==> config.mk <==
export PLATFORM = sky130hd
export DESIGN_NAME = crc7_cmd_sequencer
export DESIGN_NICKNAME = d
export VERILOG_FILES = /design/src/rtl/crc7_cmd_sequencer.sv
export SDC_FILE = /design/constraint.sdc
export NUM_CORES = 1
export LEC_CHECK = 0
export ABC_CLOCK_PERIOD_IN_PS = 1700
export BUFFER_PORTS_ARGS = -buffer_cell sky130_fd_sc_hd__clkbuf_2
export CAP_MARGIN = 20
export CORE_MARGIN = 3
export CORE_UTILIZATION = 47
export DETAILED_ROUTE_END_ITERATION = 12
export PLACE_DENSITY = 0.76
export SYNTH_ARGS = -nofsm -noshare
export SYNTH_HDL_FRONTEND = slang
export SYNTH_SLANG_ARGS = --single-unit
==> constraint.sdc <==
create_clock -name clk -period 1.7 [get_ports clk]
set_input_delay 0.085 -clock clk [delete_from_list [all_inputs] [get_ports clk]]
set_output_delay 0.085 -clock clk [all_outputs]
set_load 0.02 [all_outputs]
==> src/rtl/crc7_cmd_sequencer.sv <==
// crc7_cmd_sequencer: builds a 48-bit SD command frame by streaming the body through a CRC7 peripheral.
module crc7_cmd_sequencer #(
    parameter int   TIMEOUT   = 255,
    parameter logic CS_ACTIVE = 1'b1
) (
    input  logic        clk,
    input  logic        rst,
    input  logic        start,
    input  logic [5:0]  cmd_index,
    input  logic [31:0] cmd_arg,
    output logic        busy,
    output logic        done,
    output logic        err,
    output logic [47:0] frame,
    output logic        p_cs,
    output logic [3:0]  p_addr,
    output logic        p_rd,
    output logic        p_wr,
    output logic [15:0] p_wdata,
    input  logic [15:0] p_rdata
);
    localparam int TW = $clog2(TIMEOUT + 1);
    typedef enum logic [3:0] {IDLE, WR_DATA, START_HI, START_LO, POLL, READ, CAPTURE, DONE, ERR} state_t;
    state_t      state_q, state_d;
    logic [39:0] body_q, body_d;
    logic [1:0]  word_q, word_d;
    logic [TW-1:0] tmo_q, tmo_d;
    logic        err_q, err_d;
    logic [6:0]  crc_q, crc_d;
    logic [47:0] frame_q, frame_d;
    logic [15:0] word_data;
    logic        unused_rdata;
    assign unused_rdata = ^p_rdata[15:7];
    always_ff @(posedge clk) begin
        if (!rst) begin
            state_q <= IDLE;
            body_q  <= '0;
            word_q  <= '0;
            tmo_q   <= '0;
            err_q   <= 1'b0;
            crc_q   <= '0;
            frame_q <= '0;
        end else begin
            state_q <= state_d;
            body_q  <= body_d;
            word_q  <= word_d;
            tmo_q   <= tmo_d;
            err_q   <= err_d;
            crc_q   <= crc_d;
            frame_q <= frame_d;
        end
    end
    assign word_data = (word_q == 2'd0) ? body_q[39:24] :
                       (word_q == 2'd1) ? body_q[23:8] : {body_q[7:0], 8'h00};
    always_comb begin
        state_d = state_q;
        body_d  = body_q;
        word_d  = word_q;
        tmo_d   = tmo_q;
        err_d   = err_q;
        crc_d   = crc_q;
        frame_d = frame_q;
        p_cs    = ~CS_ACTIVE;
        p_addr  = 4'h0;
        p_rd    = 1'b0;
        p_wr    = 1'b0;
        p_wdata = 16'h0000;
        case (state_q)
            IDLE: begin
                if (start) begin
                    body_d  = {2'b01, cmd_index, cmd_arg};
                    err_d   = 1'b0;
                    word_d  = 2'd0;
                    state_d = WR_DATA;
                end
            end
            WR_DATA: begin
                p_cs    = CS_ACTIVE;
                p_wr    = 1'b1;
                p_wdata = word_data;
                state_d = START_HI;
            end
            START_HI, START_LO: begin
                p_cs    = CS_ACTIVE;
                p_wr    = 1'b1;
                p_addr  = 4'h2;
                // clear CRC on the first word, byte mode on the padded last word
                p_wdata = {13'b0, word_q == 2'd2, word_q == 2'd0, state_q == START_HI};
                tmo_d   = '0;
                state_d = (state_q == START_HI) ? START_LO : POLL;
            end
            POLL: begin
                p_cs   = CS_ACTIVE;
                p_rd   = 1'b1;
                p_addr = 4'h4;
                if (p_rdata[0]) begin
                    word_d  = (word_q < 2'd2) ? word_q + 2'd1 : word_q;
                    state_d = (word_q < 2'd2) ? WR_DATA : READ;
                end else if (tmo_q == TW'(TIMEOUT - 1)) begin
                    err_d   = 1'b1;
                    state_d = ERR;
                end else begin
                    tmo_d = tmo_q + 1'b1;
                end
            end
            READ, CAPTURE: begin
                p_cs   = CS_ACTIVE;
                p_rd   = 1'b1;
                p_addr = 4'h6;
                if (state_q == CAPTURE) begin
                    crc_d   = p_rdata[6:0];
                    frame_d = {body_q, p_rdata[6:0], 1'b1};
                end
                state_d = (state_q == READ) ? CAPTURE : DONE;
            end
            default: state_d = IDLE;
        endcase
    end
    assign busy  = !(state_q inside {IDLE, DONE, ERR});
    assign done  = (state_q == DONE);
    assign err   = err_q;
    assign frame = frame_q;
endmodule

==> qor.yml <==
timing:
  maxSlewViolCount: 0
  rsz0062_at_grt: "true"
  hold_ws_ns: 0.0476
  finalClockSkew_ns: 0.00914
  finalCriticalPeriod_ns: 1.83
  fmax_mhz: 547
  finalHoldViolations: 0
  setup_tns_ns: -1.50
  setup_viol: 17
  fin_crit_sh_pct: 108
  finalWorstSetupSlack_ns: -0.128
clock_network:
  htree_levels: 3
  cts_max_path_buffers: 2
  path_clk_slew_ns: 0.09
  clock_sinks: 101
  cts_tree: "done"
  clk_latency_ns: 0.37
  numCtsBuffers: 9
  cts_root_buffer: "clkbuf_8"
synth:
  synth-main-ff-cell: "dfxtp_1"
  synth_mux_area_share_pct: 2.24
  yosysUniqueCellTypes: 46
  yosysWarnings: 0
  synth_adder_area_share_pct: 1.40
  synth-edff-count: 0
  postSynthAreaPerCell_um2: 7.92
  synth_compound_area_share_pct: 21.4
  ys_async_sr_fraction_pct: 0
  synth-simple-area-share_pct: 24.3
  ys_seq_elements: 101
  syn_inst: 565
  synth_xor_area_share_pct: 0.391
  synth_area_um2: 4470
  synth_top_family_by_area: "simple AND/OR/NAND/NOR gates"
  ys_seq_area_share_pct: 45.2
critical_path:
  critPathMaxFanout: 5
  critPathKind: "reg2out"
  cp.required_ns: 1.62
  max_stage_delay_ns: 0.34
  slowest_stage: "dfxtp_2"
  critPathLaunch: "word_q[1]"
  worst-path-buf-inv: 3
  start_kind: "flop"
  critPathTopFamily: "buffers and inverters"
  reg2regPathDepth: 7
  crit_path_end_kind: "output pin"
  r2r_start: "tmo_q[0]"
  critPathArrivalTime_ns: 1.74
  reg2reg_to: "state_q[0]"
  rrSetupSlack_ns: 0
  crit_chain: "inv_2 > ha_4 > buf_12 > mux2i_4 > nor2_2 > a21oi_1 > nor2_1 > buf_4"
worst_hold_path:
  min_to: "state_q[3]"
  hold_class: "in2reg"
  hp-start: "p_rdata[0]"
  worstHoldPathCells: 2
global_routing:
  grt_pass1_wl_um: 21500
  grt-ovfl-total: 0
  antenna_found_initial: 0
  first_global_vias: 4417
  grt_max_degree: 60
  grt_usage_pct: 24.1
pwr:
  p_switching_mw: 1.33
  fin_total_pwr_mw: 4.87
  power.leakage_nw: 2.59
  seqPwrFrac_pct: 52.0
  p_int_mw: 3.53
  power.density_nw_per_um2: 745
  p_sw_share_pct: 27.4
  clockPowerShare_pct: 32.1
  p_comb_share_pct: 15.9
  ir_drop_uv: 527
placed_design:
  placed_cells: 790
  port_buffers: 118
  dp.final_hpwl_um: 8310
  place_congestion: 0.843
drt:
  num_vias: 4485
  via_per_inst: 5.19
  ant_nets: 0
  detailedRoute.firstPassIterationCount: 5
  drt_iter0_drc: 170
  post_drt_wl_per_cell_um: 15.4
  drc: 0
  wirelength_um: 13300
floorplanning:
  start_util_pct: 49.8
  core-area_um2: 8980
  rows: 34
  ioPinCount: 131
  fp.dieW_um: 104
  die_h_um: 104
  die-area_um2: 10700
run_status:
  violations: "setup timing"
  status: "finished with violations"
final_layout:
  drive_gt1_share_pct: 32.9
  fin_cells: 864
  diodes: 0
  nNetsFinal: 795
  utilization_pct: 72.7
  area_growth_pct: 45.9
run:
  drv_cap: 0
==> repair_timing <==
item | 4_1_cts | 5_1_grt
pin swaps | 9 | 13
endpoints found under the setup margin | 21 | 74
setup buffers | 10 | 3
gates cloned | 1 | 0
hold buffers | 44 | 0
hold endpoints to repair | 44 | 0
gates resized for setup | 63 | 86
==> synthesized netlist by cell type, drive strengths merged, types with 4 or more instances <==
library cell	number	area (um^2)
a21boi	90	676
a21oi	20	100
buf	14	73.8
clkbuf	32	120
dfxtp	101	2020
ha	5	62.6
inv	7	26.3
mux2i	10	100
nand2	184	691
nand3	9	45.0
nor2	33	124
nor2b	5	31.3
nor3	8	40.0
o21ai	4	20.0
==> cells by family after synthesis <==
| kind of cell | Yosys count |
|---|---|
| compound gates | 133 |
| xor+xnor | 2 |
| fa+ha+maj | 5 |
| flops | 101 |
| simple gates | 260 |
| other cells | 1 |
| mux | 10 |
| buf+inv | 53 |
==> power by group through the flow <==
stage	combinational (mW)	sequential, mW	clock, mW
after CTS	0.720	2.52	1.57
after global placement	0.567	2.57	0
after detailed placement	0.581	2.57	0
final	0.773	2.53	1.56
after floorplan	0.390	2.55	0
after global routing	0.836	2.54	1.67
==> metal layers <==
layer	vias up	share of wire (%)	GRT usage (%)	routed length (um)
li1	2206	-	-	-
met1	2111	42	29.6	5550
met2	143	51	41.9	6710
met3	25	5.7	5.91	754
met4	0	1.8	7.12	245
met5	-	0	0	0
==> cells in the final DEF (no fill, tap or decap), types with 10 or more instances in the layout <==
cell / instances
buf_6: 13
dfxtp_1: 90
a21oi_1: 12
clkbuf_2: 99
dlygate4sd3_1: 44
buf_4: 35
nand2_1: 179
nor2_1: 17
dfxtp_2: 10
a21boi_1: 87
clkbuf_8: 11
==> per-stage QoR <==
step	setup WS, ns	instance area, um^2
floorplan	-0.0315	4510
global placement	0.0641	5300
detailed placement	0.0100	5300
CTS	-0.149	6270
global route	-0.182	6530
finish	-0.128	6530
==> layout make-up <==
cell class / instances / area (um^2)
inverters: 7 / 26.3
fillers: 657 / 2450
multi-input cells: 413 / 2600
flip-flops and latches: 101 / 2040
repair buffers: 201 / 1510
well taps: 126 / 158
clock inverters: 5 / 58.8
clock buffers: 11 / 141
==> flip-flops by register name (all words and copies together), names as in the netlist <==
name,flops
body_q,39
err,1
frame,47
state_q,4
tmo_q,8
word_q,2
==> how the worst max path moves through the flow <==
stage | end | depth (start not counted)
global placement | p_wdata[14] | 6
detailed placement | frame[34] | 6
floorplan | p_wdata[2] | 8
CTS | p_wdata[0] | 8
finish | p_wdata[9] | 8
global route | p_wdata[10] | 8
Power figures use the tool's default switching activity.
